<file path="src/rtl/inst_d_pkg.sv">
// Shared decode-stage types: opcode enum, instruction formats and destination-select helper.
package inst_d_pkg;

  localparam int unsigned NREG    = 32;
  localparam int unsigned RegIdxW = 5;

  typedef enum logic [5:0] {
    OpAdd  = 6'b000000,
    OpAddi = 6'b000001,
    OpSub  = 6'b000010,
    OpSubi = 6'b000011,
    OpMul  = 6'b000100,
    OpMuli = 6'b000101,
    OpOr   = 6'b000110,
    OpOri  = 6'b000111,
    OpAnd  = 6'b001000,
    OpAndi = 6'b001001,
    OpXor  = 6'b001010,
    OpXori = 6'b001011,
    OpLdw  = 6'b001100,
    OpStw  = 6'b001101,
    OpBz   = 6'b001110,
    OpBeq  = 6'b001111,
    OpJr   = 6'b010000,
    OpHalt = 6'b010001
  } opcode_e;

  localparam logic [5:0] HALT_OP = OpHalt;

  typedef struct packed {
    logic [5:0]  opcode;
    logic [4:0]  rs;
    logic [4:0]  rt;
    logic [4:0]  rd;
    logic [10:0] funct;
  } r_fmt_t;

  typedef struct packed {
    logic [5:0]  opcode;
    logic [4:0]  rs;
    logic [4:0]  rt;
    logic [15:0] imm;
  } i_fmt_t;

  typedef union packed {
    r_fmt_t r;
    i_fmt_t i;
  } inst_t;

  typedef enum logic [1:0] {DestNone, DestRd, DestRt} dest_sel_e;

  function automatic dest_sel_e dest_sel(logic [5:0] op);
    dest_sel_e sel;
    case (op)
      OpAdd, OpSub, OpMul, OpOr, OpAnd, OpXor:         sel = DestRd;
      OpAddi, OpSubi, OpMuli, OpOri, OpAndi, OpXori,
      OpLdw:                                           sel = DestRt;
      default:                                         sel = DestNone;
    endcase
    return sel;
  endfunction

endpackage

</file>
<file path="src/rtl/inst_d_reg_file.sv">
// Architectural register file: two read ports with write-through bypass, one write port, R0 = 0.
module inst_d_reg_file #(
  parameter int unsigned NREG = 32
) (
  input  logic        clk_i,
  input  logic        rst_ni,
  input  logic        we_i,
  input  logic [4:0]  waddr_i,
  input  logic [31:0] wdata_i,
  input  logic [4:0]  raddr_a_i,
  input  logic [4:0]  raddr_b_i,
  output logic [31:0] rdata_a_o,
  output logic [31:0] rdata_b_o
);

  logic [31:0] regs_q [NREG];
  logic [31:0] regs_d [NREG];

  always_comb begin
    regs_d = regs_q;
    if (we_i && waddr_i != '0) begin
      regs_d[waddr_i] = wdata_i;
    end
  end

  always_ff @(posedge clk_i or negedge rst_ni) begin
    if (!rst_ni) begin
      for (int i = 0; i < NREG; i++) begin
        regs_q[i] <= '0;
      end
    end else begin
      regs_q <= regs_d;
    end
  end

  // Bypass lets decode see the value being written back this cycle.
  always_comb begin
    rdata_a_o = regs_q[raddr_a_i];
    if (we_i && raddr_a_i == waddr_i) rdata_a_o = wdata_i;
    if (raddr_a_i == '0)              rdata_a_o = '0;
    rdata_b_o = regs_q[raddr_b_i];
    if (we_i && raddr_b_i == waddr_i) rdata_b_o = wdata_i;
    if (raddr_b_i == '0)              rdata_b_o = '0;
  end

endmodule

</file>
<file path="src/rtl/inst_d.sv">
// Decode stage: IF/ID register, field decode, register-file read, sticky halt and decode counter.
module inst_d #(
  parameter int unsigned NREG = inst_d_pkg::NREG
) (
  input  logic        clk,
  input  logic        rst,
  input  logic [31:0] instruction,
  input  logic [31:0] pc_in,
  input  logic        stall,
  input  logic        flush,
  input  logic        wb_write,
  input  logic [4:0]  wb_dest,
  input  logic [31:0] wb_data,
  output logic [4:0]  rs_f_id,
  output logic [4:0]  rt_f_id,
  output logic [4:0]  rd_f_id,
  output logic [4:0]  id_dest,
  output logic        reg_write_f_id,
  output logic [5:0]  opcode_d,
  output logic [31:0] rs_val,
  output logic [31:0] rt_val,
  output logic [31:0] imm_ext,
  output logic [31:0] pc_d,
  output logic        valid_d,
  output logic        halt_d,
  output logic [31:0] dec_count
);
  import inst_d_pkg::*;

  inst_t       if_word_q, if_word_d;
  logic [31:0] if_pc_q, if_pc_d;
  logic        if_valid_q, if_valid_d;
  logic        halted_q, halted_d;
  logic [31:0] cnt_q, cnt_d;
  logic        dec_writes;

  always_comb begin
    if_word_d  = if_word_q;
    if_pc_d    = if_pc_q;
    if_valid_d = if_valid_q;
    halted_d   = halted_q;
    cnt_d      = cnt_q;
    if (if_valid_q && if_word_q.r.opcode == HALT_OP && !flush) begin
      halted_d = 1'b1;
    end
    if (flush) begin
      if_valid_d = 1'b0;
      if_word_d  = '0;
    end else if (halted_q) begin
      if_valid_d = 1'b0;
    end else if (!stall) begin
      if_word_d  = instruction;
      if_pc_d    = pc_in;
      if_valid_d = 1'b1;
      cnt_d      = cnt_q + 32'd1;
    end
  end

  always_ff @(posedge clk or negedge rst) begin
    if (!rst) begin
      if_word_q  <= '0;
      if_pc_q    <= '0;
      if_valid_q <= 1'b0;
      halted_q   <= 1'b0;
      cnt_q      <= '0;
    end else begin
      if_word_q  <= if_word_d;
      if_pc_q    <= if_pc_d;
      if_valid_q <= if_valid_d;
      halted_q   <= halted_d;
      cnt_q      <= cnt_d;
    end
  end

  always_comb begin
    id_dest    = '0;
    dec_writes = 1'b0;
    case (dest_sel(if_word_q.r.opcode))
      DestRd: begin
        id_dest    = if_word_q.r.rd;
        dec_writes = 1'b1;
      end
      DestRt: begin
        id_dest    = if_word_q.r.rt;
        dec_writes = 1'b1;
      end
      default: ;
    endcase
  end

  assign rs_f_id        = if_word_q.r.rs;
  assign rt_f_id        = if_word_q.r.rt;
  assign rd_f_id        = if_word_q.r.rd;
  assign opcode_d       = if_word_q.r.opcode;
  assign imm_ext        = {{16{if_word_q.i.imm[15]}}, if_word_q.i.imm};
  assign reg_write_f_id = dec_writes & if_valid_q;
  assign pc_d           = if_pc_q;
  assign valid_d        = if_valid_q;
  assign halt_d         = halted_q;
  assign dec_count      = cnt_q;

  inst_d_reg_file #(
    .NREG(NREG)
  ) u_reg_file (
    .clk_i    (clk),
    .rst_ni   (rst),
    .we_i     (wb_write),
    .waddr_i  (wb_dest),
    .wdata_i  (wb_data),
    .raddr_a_i(if_word_q.r.rs),
    .raddr_b_i(if_word_q.r.rt),
    .rdata_a_o(rs_val),
    .rdata_b_o(rt_val)
  );

endmodule

</file>
<file path="config.mk">
export PLATFORM = sky130hd
export DESIGN_NAME = inst_d
export DESIGN_NICKNAME = d
export VERILOG_FILES = /design/src/rtl/inst_d_pkg.sv /design/src/rtl/inst_d_reg_file.sv /design/src/rtl/inst_d.sv
export SDC_FILE = /design/constraint.sdc
export NUM_CORES = 2
export LEC_CHECK = 0
export CORE_MARGIN = 2
export CORE_UTILIZATION = 49
export DETAILED_ROUTE_END_ITERATION = 8
export PLACE_DENSITY = 0.66
export SLEW_MARGIN = 0
export SYNTH_ARGS = -nofsm -noshare
export SYNTH_HDL_FRONTEND = slang
export SYNTH_SLANG_ARGS = --single-unit
</file>
<file path="constraint.sdc">
create_clock -name clk -period 7.95 [get_ports clk]
set_input_delay 1.59 -clock clk [delete_from_list [all_inputs] [get_ports clk]]
set_output_delay 1.59 -clock clk [all_outputs]
set_load 0.01 [all_outputs]
</file>
==> results.tsv <==
stage	metric	value	unit
yosys	Post-synth EDFFs	0	
yosys	dominant cells by area after synthesis	dfrtp_1 48%, mux4_2 20%, mux2_2 19%	
yosys	Post-Syn Area	58700	µm²
floorplanning	FP Rows	126	
sta	Final period util	0.8475	
yosys	synth cell count leaders	1122 x dfrtp_1, 1015 x mux2_2, 510 x mux4_2	
sta	fmax	148.4	MHz
cells_and_area	fin nets	4107	
critical_path	worst r2r src	halt_d$_DFFE_PN0P_	
sta	RSZ-0062 raised after global routing	no	
drt	Routed Antenna Nets	0	
sta	final hold viol count	0	
cells_and_area	Non-Filler Instances	5692	
placement	DP Area	62830	µm²
pwr	Psw	4.626	mW
clocking	CTS tree	built	
placement	dpl cells	5465	
global_route	initial antenna violation count	5	
global_route	vias in the first global route	38320	
floorplanning	starting density of the core	0.4958	
critical_path	critical path required time	6360	ps
drt	DRT Wirelength	185700	µm
clocking	post-cts sizing count	0	
pwr	leakage	27.72	nW
clocking	Root Buffer	clkbuf_16	
critical_path	CP delay by family, top	simple AND/OR/NAND/NOR gates	
pwr	Comb power frac	0.199	
yosys	post-synthesis cell type count	64	
run_status	outcome	complete, no violations	
sta	relative slew slack	0.1521	
sta	Tightest Pin Transition	1268	ps
clocking	Reg clk slew, reported paths	50	ps
placement	DP HPWL	107500	µm
clocking	insertion delay to the later sink of the worst-skew pair	740	ps
yosys	synth warn	0	
critical_path	CP cell instances	clkdlybuf4s50_1 > xnor2_1 > nand4_1 > nor2_1 > and2_4 > a22o_1 > clkdlybuf4s50_1	
pwr	register share of total power	0.444	
pwr	switching share of power	0.2712	
cells_and_area	share of layout cells above drive strength 1	0.4665	
sta	Setup Skew	14.82	ps
placement	number of port buffers	294	
critical_path	Setup crit end kind	primary output	
yosys	async set-reset flop share out of synthesis	1.000	
critical_path	Crit path depth	7	
floorplanning	Die H	350.1	µm
yosys	most frequent cell after synthesis	dfrtp_1	
min_path	hold path start	u_reg_file.regs_q[1008]$_DFFE_PN0P_	
cells_and_area	final instance area	67170	µm²
global_route	total global-route track usage	0.3059	
yosys	Synth Area per Inst	14.99	µm²
job	Max Cap Violations	0	
drt	initial DRC count	3732	
floorplanning	Die X	350.1	µm
critical_path	R2R Setup Slk	5410	ps
critical_path	Crit path top cell by count	clkdlybuf4s50_1	
placement	Setup WS pre-CTS	1314	ps
sta	min cycle time layout	6738	ps
clocking	CTS Buf Count	131	
cells_and_area	number of antenna diodes	0	
yosys	Synth Register Bits	1122	
yosys	Synth Flop Type	dfrtp_1	
yosys	Yosys top cell by area	dfrtp_1	
pwr	Pwr Density	253.9	nW/µm²
min_path	hold endpoint	u_reg_file.regs_q[1008]$_DFFE_PN0P_	
yosys	syn nets	4026	
critical_path	crit-path max FO	24	
pwr	clock power share	0.358	
pwr	Max VDD drop	0.2289	mV
global_route	first-pass GRT wire length	272100	µm
clocking	clk buf depth	3	
sta	Sum Neg Setup Slack	0	ps
cells_and_area	Area growth, synth to finish	14.42	%
clocking	# Post-CTS Setup Buffers	0	
floorplanning	CORE AREA	118400	µm²
drt	drt wl/cell	32.63	µm
clocking	CTS sink cnt	1122	
yosys	post-synthesis cell count	3917	
clocking	CTS hold repair buffers	0	
floorplanning	die area	122600	µm²
min_path	hold depth	0	
critical_path	CP arrival	5150	ps
placement	gpl congestion	0.8100	
critical_path	slowest stage cell on the critical path	clkdlybuf4s50_1	
drt	via count	37892	
drt	# DRC	0	
critical_path	crit path kind	primary input to primary output	
min_path	Hold Path Class	flip-flop to flip-flop	
drt	DRT Pass-1 Iters	5	
drt	Vias per Instance	6.657	
clocking	CTS H-tree lvls	4	
yosys	sequential cell area fraction in the yosys report	0.4783	
critical_path	Worst setup SP type	primary input	
sta	WHS	391.4	ps
pwr	total power	17.05	mW
sta	final setup fails	0	
global_route	grt ovf	0	
critical_path	FF-to-FF End	pc_d[21]$_DFFE_PN0P_	
global_route	largest net degree at the start of global routing	163	
critical_path	Reg2Reg Depth	3	
cells_and_area	post-layout util	0.5673	
critical_path	slowest cell delay on critical path	810	ps
sta	fin. max-slew vios	0	
yosys	area fraction of the dominant cell type after synthesis	0.4783	
sta	PnR worst setup slack	1212	ps
critical_path	Buf+Inv Stages, Crit Path	2	
pwr	P_int	12.43	mW
floorplanning	IO Pins	295	
registers in the layout, indices dropped and copies added, names as in the netlist:
signal / count
dec_count: 32
halt_d: 1
if_word_q: 32
pc_d: 32
u_reg_file.regs_q: 1024
valid_d: 1
worst max path at each step:
stage / to / slack, ps / startpoint
floorplan: rs_val[0] / 3320 / wb_dest[2]
global placement: rs_val[0] / 1320 / wb_dest[0]
detailed placement: rt_val[20] / 1310 / wb_dest[0]
CTS: rt_val[20] / 1280 / wb_dest[0]
global route: rs_val[0] / 1020 / wb_dest[1]
finish: rt_val[20] / 1210 / wb_dest[1]
per-layer routing:
| layer | track usage | vias up | routed length (µm) |
|---|---|---|---|
| met4 | 0.1252 | 4 | 7849 |
| met2 | 0.4888 | 1481 | 89570 |
| li1 | - | 15286 | - |
| met1 | 0.4160 | 20772 | 75390 |
| met5 | 0 | - | 23 |
| met3 | 0.05546 | 349 | 12880 |
cells by family after synthesis:
group | after synthesis | share of synthesized area
multiplexers | 1638 | 0.4099
XOR/XNOR | 41 | 0.006117
buffers and inverters | 461 | 0.03600
AO/OA/AOI/OAI | 342 | 0.04246
flip-flops | 1122 | 0.4783
adder cells (fa/ha/maj) | 3 | 0.0006395
AND/OR/NAND/NOR | 310 | 0.02664
cell usage in the layout (no fill, tap or decap), types with 66 or more instances in the layout:
cell type / count
mux2i_1: 103
mux2_2: 1015
buf_4: 97
clkdlybuf4s50_1: 293
dfrtp_1: 1114
clkbuf_16: 135
mux4_2: 510
a22oi_1: 66
nor2_1: 86
o22ai_1: 74
area by class of cell:
class | instances | area (µm²)
Tap cell | 1600 | 2002
Clock inverter | 27 | 352.8
Clock buffer | 200 | 3983
Sequential cell | 1122 | 28100
Multi-Input combinational cell | 2334 | 28790
Timing Repair Buffer | 403 | 3916
Fill cell | 9394 | 51230
Inverter | 6 | 23.77
power groups by stage:
stage                     Combinational, mW  Sequential (mW)  Clock (mW)
after floorplan                        2.44             7.35           0
after global placement                 3.33             7.56           0
after detailed placement               3.39             7.62           0
after CTS                              3.40             7.53        6.19
after global routing                   3.60             7.70        6.43
final                                  3.39             7.57        6.10
Note: power is estimated with default switching activity, not from simulation.
